`src/rtl/alu_pkg.sv`:
```
// -----------------------------------------------------------------------------
// alu_pkg
// Definitions shared by the ALU issue controller, its register file and its
// request/completion interface.
//   DATA_W          : operand/result width
//   OP_*            : ALU select codes (0x0..0x9 legal, 0xA..0xF illegal)
//   N/Z/V/C_BIT     : bit positions inside a 4-bit NZVC flag vector
//   state_e         : issue FSM states
//   is_div_op()     : true for the two ops that fault on a zero divisor
// -----------------------------------------------------------------------------
package alu_pkg;

   localparam int DATA_W = 8;

   localparam logic [3:0] OP_ADD = 4'h0;
   localparam logic [3:0] OP_SUB = 4'h1;
   localparam logic [3:0] OP_MUL = 4'h2;
   localparam logic [3:0] OP_DIV = 4'h3;
   localparam logic [3:0] OP_MOD = 4'h4;
   localparam logic [3:0] OP_CMP = 4'h5;
   localparam logic [3:0] OP_AND = 4'h6;
   localparam logic [3:0] OP_OR  = 4'h7;
   localparam logic [3:0] OP_NOT = 4'h8;
   localparam logic [3:0] OP_XOR = 4'h9;

   localparam int N_BIT = 3;
   localparam int Z_BIT = 2;
   localparam int V_BIT = 1;
   localparam int C_BIT = 0;

   typedef enum logic [1:0] {
      IDLE = 2'd0,
      EXEC = 2'd1,
      DONE = 2'd2
   } state_e;

   function automatic logic is_div_op(input logic [3:0] op);
      return (op == OP_DIV) || (op == OP_MOD);
   endfunction

endpackage : alu_pkg

```
`src/rtl/alu_issue_ctrl_if.sv`:
```
// -----------------------------------------------------------------------------
// alu_issue_ctrl_if
// Request and completion channels between instruction decode (master) and the
// ALU issue controller (slave).
//   req_valid/req_ready        : request handshake
//   req_op/rd/rs1/rs2          : ALU select and register indices
//   req_imm_en/req_imm         : immediate replaces rs2 as operand B
//   done_valid                 : one-cycle completion pulse
//   done_rd/data/nzvc          : completed destination, result and flags
//   err_div0/err_illegal       : error qualifiers, valid with done_valid
// -----------------------------------------------------------------------------
interface alu_issue_ctrl_if
   import alu_pkg::*;
#(
   parameter int REG_AW = 2
);

   logic              req_valid;
   logic              req_ready;
   logic [3:0]        req_op;
   logic [REG_AW-1:0] req_rd;
   logic [REG_AW-1:0] req_rs1;
   logic [REG_AW-1:0] req_rs2;
   logic              req_imm_en;
   logic [DATA_W-1:0] req_imm;

   logic              done_valid;
   logic [REG_AW-1:0] done_rd;
   logic [DATA_W-1:0] done_data;
   logic [3:0]        done_nzvc;
   logic              err_div0;
   logic              err_illegal;

   modport master (
      output req_valid, req_op, req_rd, req_rs1, req_rs2, req_imm_en, req_imm,
      input  req_ready,
      input  done_valid, done_rd, done_data, done_nzvc, err_div0, err_illegal
   );

   modport slave (
      input  req_valid, req_op, req_rd, req_rs1, req_rs2, req_imm_en, req_imm,
      output req_ready,
      output done_valid, done_rd, done_data, done_nzvc, err_div0, err_illegal
   );

endinterface : alu_issue_ctrl_if

```
`src/rtl/alu_regfile.sv`:
```
// -----------------------------------------------------------------------------
// alu_regfile
// NUM_REGS x DATA_W architectural registers.
//   clk, rst                 : clock, asynchronous active-high reset (clears all)
//   we_i/waddr_i/wdata_i     : synchronous write port
//   raddr_a_i -> rdata_a_o   : combinational read, operand A
//   raddr_b_i -> rdata_b_o   : combinational read, operand B
//   raddr_dbg_i -> rdata_dbg_o : combinational read, debug
// -----------------------------------------------------------------------------
module alu_regfile
   import alu_pkg::*;
#(
   parameter int NUM_REGS = 4,
   parameter int REG_AW   = 2
) (
   input  logic              clk,
   input  logic              rst,
   input  logic              we_i,
   input  logic [REG_AW-1:0] waddr_i,
   input  logic [DATA_W-1:0] wdata_i,
   input  logic [REG_AW-1:0] raddr_a_i,
   output logic [DATA_W-1:0] rdata_a_o,
   input  logic [REG_AW-1:0] raddr_b_i,
   output logic [DATA_W-1:0] rdata_b_o,
   input  logic [REG_AW-1:0] raddr_dbg_i,
   output logic [DATA_W-1:0] rdata_dbg_o
);

   logic [DATA_W-1:0] mem_q [NUM_REGS];

   // NOTE: the storage is reset because software relies on every register
   // reading 0 after reset; that rules out RAM inference, which is fine at
   // this depth.
   always_ff @(posedge clk or posedge rst) begin
      if (rst) begin
         for (int i = 0; i < NUM_REGS; i++) begin
            mem_q[i] <= '0;
         end
      end else if (we_i) begin
         mem_q[waddr_i] <= wdata_i;
      end
   end

   assign rdata_a_o   = mem_q[raddr_a_i];
   assign rdata_b_o   = mem_q[raddr_b_i];
   assign rdata_dbg_o = mem_q[raddr_dbg_i];

endmodule : alu_regfile

```
`src/rtl/alu_issue_ctrl.sv`:
```
// -----------------------------------------------------------------------------
// alu_issue_ctrl
// Issues one operation at a time to an external combinational 8-bit ALU:
// accept (IDLE) -> drive ALU (EXEC) -> report (DONE), three cycles per op.
//   clk, rst                  : clock, asynchronous active-high reset
//   bus (slave)               : request handshake and completion channel
//   alu_a/alu_b/alu_sel       : registered operands and select to the ALU
//   alu_result/alu_nzvc       : ALU response, sampled at the end of EXEC
//   flags                     : architectural NZVC register
//   dbg_addr -> dbg_data      : combinational register file peek
// -----------------------------------------------------------------------------
module alu_issue_ctrl
   import alu_pkg::*;
#(
   parameter int NUM_REGS = 4,
   parameter int REG_AW   = 2
) (
   input  logic              clk,
   input  logic              rst,
   alu_issue_ctrl_if.slave   bus,
   output logic [DATA_W-1:0] alu_a,
   output logic [DATA_W-1:0] alu_b,
   output logic [3:0]        alu_sel,
   input  logic [DATA_W-1:0] alu_result,
   input  logic [3:0]        alu_nzvc,
   output logic [3:0]        flags,
   input  logic [REG_AW-1:0] dbg_addr,
   output logic [DATA_W-1:0] dbg_data
);

   state_e            state_q, state_d;
   logic [DATA_W-1:0] a_q, a_d;
   logic [DATA_W-1:0] b_q, b_d;
   logic [3:0]        sel_q, sel_d;
   logic [REG_AW-1:0] rd_q, rd_d;
   logic [3:0]        flags_q, flags_d;
   logic [REG_AW-1:0] done_rd_q, done_rd_d;
   logic [DATA_W-1:0] done_data_q, done_data_d;
   logic [3:0]        done_nzvc_q, done_nzvc_d;
   logic              err_div0_q, err_div0_d;
   logic              err_illegal_q, err_illegal_d;

   logic              wr_en;
   logic [DATA_W-1:0] rs1_data;
   logic [DATA_W-1:0] rs2_data;

   alu_regfile #(
      .NUM_REGS (NUM_REGS),
      .REG_AW   (REG_AW)
   ) u_regfile (
      .clk         (clk),
      .rst         (rst),
      .we_i        (wr_en),
      .waddr_i     (rd_q),
      .wdata_i     (alu_result),
      .raddr_a_i   (bus.req_rs1),
      .rdata_a_o   (rs1_data),
      .raddr_b_i   (bus.req_rs2),
      .rdata_b_o   (rs2_data),
      .raddr_dbg_i (dbg_addr),
      .rdata_dbg_o (dbg_data)
   );

   // NOTE: every signal written here gets a default first, so no path can
   // leave one unassigned and infer a latch.
   always_comb begin
      state_d       = state_q;
      a_d           = a_q;
      b_d           = b_q;
      sel_d         = sel_q;
      rd_d          = rd_q;
      flags_d       = flags_q;
      done_rd_d     = '0;
      done_data_d   = '0;
      done_nzvc_d   = '0;
      err_div0_d    = 1'b0;
      err_illegal_d = 1'b0;
      wr_en         = 1'b0;

      unique case (state_q)
         IDLE: begin
            if (bus.req_valid) begin
               // Operands are captured here, so rd aliasing rs1/rs2 is harmless.
               state_d = EXEC;
               sel_d   = bus.req_op;
               rd_d    = bus.req_rd;
               a_d     = rs1_data;
               b_d     = bus.req_imm_en ? bus.req_imm : rs2_data;
            end
         end

         EXEC: begin
            state_d     = DONE;
            done_rd_d   = rd_q;
            done_data_d = alu_result;
            if (sel_q > OP_XOR) begin
               // Illegal select: ALU output is meaningless, nothing commits.
               err_illegal_d = 1'b1;
               done_data_d   = '0;
            end else if (is_div_op(sel_q) && (b_q == '0)) begin
               // Divisor checked on the latched operand, not on ALU flags.
               err_div0_d = 1'b1;
               flags_d    = 4'b1111;
            end else if (sel_q == OP_MOD) begin
               // The ALU leaves V and C undefined for modulo.
               wr_en   = 1'b1;
               flags_d = {alu_nzvc[N_BIT], alu_nzvc[Z_BIT], 2'b00};
            end else if (sel_q == OP_CMP) begin
               flags_d = alu_nzvc;
            end else begin
               wr_en   = 1'b1;
               flags_d = alu_nzvc;
            end
            done_nzvc_d = flags_d;
         end

         DONE: begin
            state_d = IDLE;
         end

         default: begin
            state_d = IDLE;
         end
      endcase
   end

   // NOTE: sequential state uses non-blocking assignments so every register
   // samples its pre-edge value regardless of statement order.
   always_ff @(posedge clk or posedge rst) begin
      if (rst) begin
         state_q       <= IDLE;
         a_q           <= '0;
         b_q           <= '0;
         sel_q         <= '0;
         rd_q          <= '0;
         flags_q       <= '0;
         done_rd_q     <= '0;
         done_data_q   <= '0;
         done_nzvc_q   <= '0;
         err_div0_q    <= 1'b0;
         err_illegal_q <= 1'b0;
      end else begin
         state_q       <= state_d;
         a_q           <= a_d;
         b_q           <= b_d;
         sel_q         <= sel_d;
         rd_q          <= rd_d;
         flags_q       <= flags_d;
         done_rd_q     <= done_rd_d;
         done_data_q   <= done_data_d;
         done_nzvc_q   <= done_nzvc_d;
         err_div0_q    <= err_div0_d;
         err_illegal_q <= err_illegal_d;
      end
   end

   assign alu_a   = a_q;
   assign alu_b   = b_q;
   assign alu_sel = sel_q;
   assign flags   = flags_q;

   assign bus.req_ready   = (state_q == IDLE);
   assign bus.done_valid  = (state_q == DONE);
   assign bus.done_rd     = done_rd_q;
   assign bus.done_data   = done_data_q;
   assign bus.done_nzvc   = done_nzvc_q;
   assign bus.err_div0    = err_div0_q;
   assign bus.err_illegal = err_illegal_q;

endmodule : alu_issue_ctrl
```
`src/flat_wrapper.sv`:
```
// flat-port wrapper written by rule: the top's interface ports become plain ports
module alu_issue_ctrl_flat import alu_pkg::*;
#(
   parameter int NUM_REGS = 4,
   parameter int REG_AW   = 2
)
  (clk, rst, alu_a, alu_b, alu_sel, alu_result, alu_nzvc, flags, dbg_addr, dbg_data, bus_req_valid, bus_req_op, bus_req_rd, bus_req_rs1, bus_req_rs2, bus_req_imm_en, bus_req_imm, bus_req_ready, bus_done_valid, bus_done_rd, bus_done_data, bus_done_nzvc, bus_err_div0, bus_err_illegal);
  alu_issue_ctrl_if #(.REG_AW(REG_AW)) bus_i ();
  input  logic clk;
  input  logic rst;
  output logic [DATA_W-1:0] alu_a;
  output logic [DATA_W-1:0] alu_b;
  output logic [3:0] alu_sel;
  input  logic [DATA_W-1:0] alu_result;
  input  logic [3:0] alu_nzvc;
  output logic [3:0] flags;
  input  logic [REG_AW-1:0] dbg_addr;
  output logic [DATA_W-1:0] dbg_data;
  input wire logic [$bits(bus_i.req_valid)-1:0] bus_req_valid;
  input wire logic [$bits(bus_i.req_op)-1:0] bus_req_op;
  input wire logic [$bits(bus_i.req_rd)-1:0] bus_req_rd;
  input wire logic [$bits(bus_i.req_rs1)-1:0] bus_req_rs1;
  input wire logic [$bits(bus_i.req_rs2)-1:0] bus_req_rs2;
  input wire logic [$bits(bus_i.req_imm_en)-1:0] bus_req_imm_en;
  input wire logic [$bits(bus_i.req_imm)-1:0] bus_req_imm;
  output wire logic [$bits(bus_i.req_ready)-1:0] bus_req_ready;
  output wire logic [$bits(bus_i.done_valid)-1:0] bus_done_valid;
  output wire logic [$bits(bus_i.done_rd)-1:0] bus_done_rd;
  output wire logic [$bits(bus_i.done_data)-1:0] bus_done_data;
  output wire logic [$bits(bus_i.done_nzvc)-1:0] bus_done_nzvc;
  output wire logic [$bits(bus_i.err_div0)-1:0] bus_err_div0;
  output wire logic [$bits(bus_i.err_illegal)-1:0] bus_err_illegal;
  assign bus_i.req_valid = bus_req_valid;
  assign bus_i.req_op = bus_req_op;
  assign bus_i.req_rd = bus_req_rd;
  assign bus_i.req_rs1 = bus_req_rs1;
  assign bus_i.req_rs2 = bus_req_rs2;
  assign bus_i.req_imm_en = bus_req_imm_en;
  assign bus_i.req_imm = bus_req_imm;
  assign bus_req_ready = bus_i.req_ready;
  assign bus_done_valid = bus_i.done_valid;
  assign bus_done_rd = bus_i.done_rd;
  assign bus_done_data = bus_i.done_data;
  assign bus_done_nzvc = bus_i.done_nzvc;
  assign bus_err_div0 = bus_i.err_div0;
  assign bus_err_illegal = bus_i.err_illegal;
  alu_issue_ctrl #(.NUM_REGS(NUM_REGS), .REG_AW(REG_AW)) u_core (.clk(clk), .rst(rst), .bus(bus_i), .alu_a(alu_a), .alu_b(alu_b), .alu_sel(alu_sel), .alu_result(alu_result), .alu_nzvc(alu_nzvc), .flags(flags), .dbg_addr(dbg_addr), .dbg_data(dbg_data));
endmodule
```
`config.mk`:
```
export PLATFORM = sky130hd
export DESIGN_NAME = alu_issue_ctrl_flat
export DESIGN_NICKNAME = d
export VERILOG_FILES = /design/src/rtl/alu_pkg.sv /design/src/rtl/alu_issue_ctrl_if.sv /design/src/rtl/alu_regfile.sv /design/src/rtl/alu_issue_ctrl.sv /design/src/flat_wrapper.sv
export SDC_FILE = /design/constraint.sdc
export NUM_CORES = 1
export LEC_CHECK = 0
export BUFFER_PORTS_ARGS = -buffer_cell sky130_fd_sc_hd__buf_2
export CORE_MARGIN = 2
export CORE_UTILIZATION = 50
export CTS_BUF_LIST = sky130_fd_sc_hd__clkbuf_2
export CTS_CLUSTER_SIZE = 8
export DETAILED_ROUTE_END_ITERATION = 16
export MAX_ROUTING_LAYER = met4
export PLACE_DENSITY = 0.88
export SLEW_MARGIN = 20
export SYNTH_ARGS = -nofsm -noshare
export SYNTH_HDL_FRONTEND = slang
export SYNTH_SLANG_ARGS = --single-unit
export TNS_END_PERCENT = 1
```
`constraint.sdc`:
```
create_clock -name clk -period 2 [get_ports clk]
set_clock_uncertainty 0.15 [all_clocks]
set_input_delay 0.1 -clock clk [delete_from_list [all_inputs] [get_ports clk]]
set_output_delay 0.1 -clock clk [all_outputs]
set_load 0.01 [all_outputs]
```
==> metrics <==
status complete, but fails checks; failing checks negative hold slack, negative setup slack; core area ~6800 um2; setup_tns -1550 ps; vias per inst about 5.6; WHS -0.177 ps; ant diodes 0; flop2flop setup slack -130 ps; Clock Power Share between 10% and 20%; worst r2r src u_core.alu_sel[2]; fmax roughly 0.47 GHz; HP Class in2async; path depth of the worst reg2reg path 6; switching power roughly 0.002 W; Pint slightly below 0.004 W; met3 WL around 550 um; most frequent cell after synthesis dfrtp_1; PD cells between 1000 and 1500 nW/um2; RSZ-0062 raised after global routing true; Cell Area, Placed 4290 um2; worst path bufs/invs 2; asr flop ratio synth 100%; Leakage between 2 and 2.5 nW; slowest stage delay, CP roughly 500 ps; hpwl dp 5790 um; Syn. warnings 0; final worst setup slack -127 ps; R2R Path End u_core.u_regfile.mem_q[15]; Reg power frac 44.1%; row cnt 30; startpoint types register; largest net degree at the start of global routing 77; number of global-route vias before repair about 2800; register area share after synthesis between 50% and 60%; Setup violations, final 22; Sw Ratio approximately a third; initial antenna violation count 0; GP Congestion between 0.8 and 0.9; worst vdd ir ~0.5 mV; Top FF cell, synth dfrtp_1; final hold vios 1; DR pass1 iterations 4; H-tree levels 3; Final Cycle Share 106%; slowest cell on the critical path dfrtp_1; max-slew violation count 0; width of the die between 80 and 90 um; CTS tree built; io pins between 80 and 90; Met1 Wirelength 3650 um; clock buffer depth 2; latest clock arrival within the worst-skew pair about 540 ps; Starting Density between 50% and 60%; top post-synthesis cells by area dfrtp_1 53%, mux4_2 15%, mux2_2 14%; Post-synth EDFFs 0; Num Clock Sinks between 70 and 80; Highest Signal Layer met4; Routed WL per cell 19.4 um; arrival time at the worst endpoint 2400 ps; Syn-to-layout area delta 37.1%; Mapped Cells about 230; die boundary height 88.4 um; endpoint class of the critical path register; layout cells sized above 1 55.7%; Least-Margin Pin Slew about 410 ps; via count around 2700; Layout Nets around 420; Port Buf Inserts 85; Post-Syn Nets 269; Gate power share 39.6%; kind of critical path reg2reg; post-layout util between 70% and 80%; CTS root buf clkbuf_2; post-synthesis cell area ~3600 um2; CP Data Required Time between 2000 and 2500 ps; Synth top area share 53.4%; crit path time final roughly 2100 ps; Reg clk slew, reported paths 240 ps; CTS buffer count 9; largest area contributor in the netlist dfrtp_1; Tot GR Track Use roughly 26%; top cells by count, synth 76 x dfrtp_1, 44 x mux2_2, 24 x mux4_2; FF+latch count, synth 76; design area 4880 um2; crit-path cells o22ai_2 -> nand2_2 -> buf_12 -> nor4b_4 -> buf_4 -> mux2_2; synth unique cells 31; DR iter-0 viols 170; Routed WL 9370 um; GRT overflow 0; Largest delay share family, worst path flip-flops; area of the die ~7800 um2; CP Max Fanout 4; met2 WL post-DR between 4000 and 5000 um; Syn Area/Cell around 15 um2; Slew Limit Headroom between 70% and 80%; max cap viols 0; first-pass GRT wire length 14200 um; ANT nets after route 0; DRC errors left 0
[layer usage]
metal	track usage, %	vias up
met2	42.4	111
li1	-	1177
met5	-	-
met3	4.85	25
met4	11.6	0
met1	31.3	1380
[flip-flops by register name, indices dropped and copies added, names as in the netlist, 2 cells and up]
name,flops
u_core.bus.done_data,8
u_core.flags,4
u_core.alu_b,8
u_core.bus.done_rd,2
u_core.bus.done_nzvc,4
u_core.rd_q,2
u_core.state_q,2
u_core.alu_a,8
u_core.alu_sel,4
u_core.u_regfile.mem_q,32
[worst max-delay path by stage]
stage,start,to,slack (ps),cells past startpoint
2_1_floorplan,u_core.alu_sel[3],u_core.u_regfile.mem_q[22],-40,4
3_3_place_gp,u_core.alu_b[2],u_core.u_regfile.mem_q[14],-70,7
3_5_place_dp,u_core.alu_b[2],u_core.u_regfile.mem_q[14],-130,7
4_1_cts,u_core.alu_sel[1],u_core.u_regfile.mem_q[8],-60,7
5_1_grt,u_core.alu_sel[2],u_core.u_regfile.mem_q[8],-230,7
6_report,u_core.alu_sel[2],u_core.u_regfile.mem_q[15],-130,6
[worst reg2reg max path: cells and delay by family (launching register included)]
family / cells / cell delay, ps
compound gates: 1 / 230
buf+inv: 2 / 350
flops: 1 / 490
mux: 1 / 320
simple gates: 2 / 460
[power groups by stage]
| stage | sequential (W) | clock, W | combinational (W) |
|---|---|---|---|
| after floorplan | 0.00261 | 0 | 0.00124 |
| after global placement | 0.00253 | 0 | 0.00207 |
| after detailed placement | 0.00259 | 0 | 0.00213 |
| after CTS | 0.00257 | 0.000976 | 0.00228 |
| after global routing | 0.00269 | 0.00104 | 0.00251 |
| final | 0.00261 | 0.000966 | 0.00235 |
[timing repair]
item	CTS	global route
hold buffers	34	0
setup buffers	3	3
gates resized for setup	8	8
pin swaps	5	3
hold endpoints to repair	144	0
endpoints found under the setup margin	32	35
[placed cells by master, fill, tap and decap left out, types with 3 or more instances in the layout]
master / Yosys / routed
dlygate4sd3_1: 0 / 31
buf_2: 0 / 85
nand2_1: 3 / 3
buf_12: 0 / 4
mux2i_1: 8 / 8
mux4_2: 24 / 24
clkbuf_2: 0 / 10
buf_4: 0 / 24
nor2_1: 11 / 11
dfrtp_1: 76 / 76
buf_6: 0 / 3
mux2_4: 1 / 8
and3_1: 8 / 8
dlymetal6s4s_1: 0 / 3
a21oi_1: 8 / 8
a21o_1: 8 / 8
mux2_2: 44 / 38
and2_1: 5 / 5
[cell type report]
| class | instances | area [um2] |
|---|---|---|
| clock buffers | 10 | 50.0 |
| clock inverters | 6 | 88.8 |
| fillers | 442 | 1950 |
| inverters | 1 | 7.51 |
| multi-input cells | 143 | 1650 |
| flip-flops and latches | 76 | 1900 |
| well taps | 96 | 120 |
| repair buffers | 150 | 1070 |
[through the flow]
stage / setup slack (ps) / power [W] / cells
after floorplan: -37.6 / 0.00385 / 233
after global placement: -72.9 / 0.00460 / 426
after detailed placement: -127 / 0.00472 / 426
after CTS: -64.0 / 0.00582 / 479
after global routing: -225 / 0.00625 / 482
final: -127 / 0.00593 / 482
[cells by family (layout without fill, tap and decap cells)]
group | Yosys count | after routing | share of synthesized area [%]
mux | 78 | 78 | 32.1
flops | 76 | 76 | 53.4
simple gates | 41 | 41 | 8.50
compound gates | 24 | 24 | 4.53
buf+inv | 14 | 167 | 1.48
No activity file was read; power rests on OpenSTA's default activity.
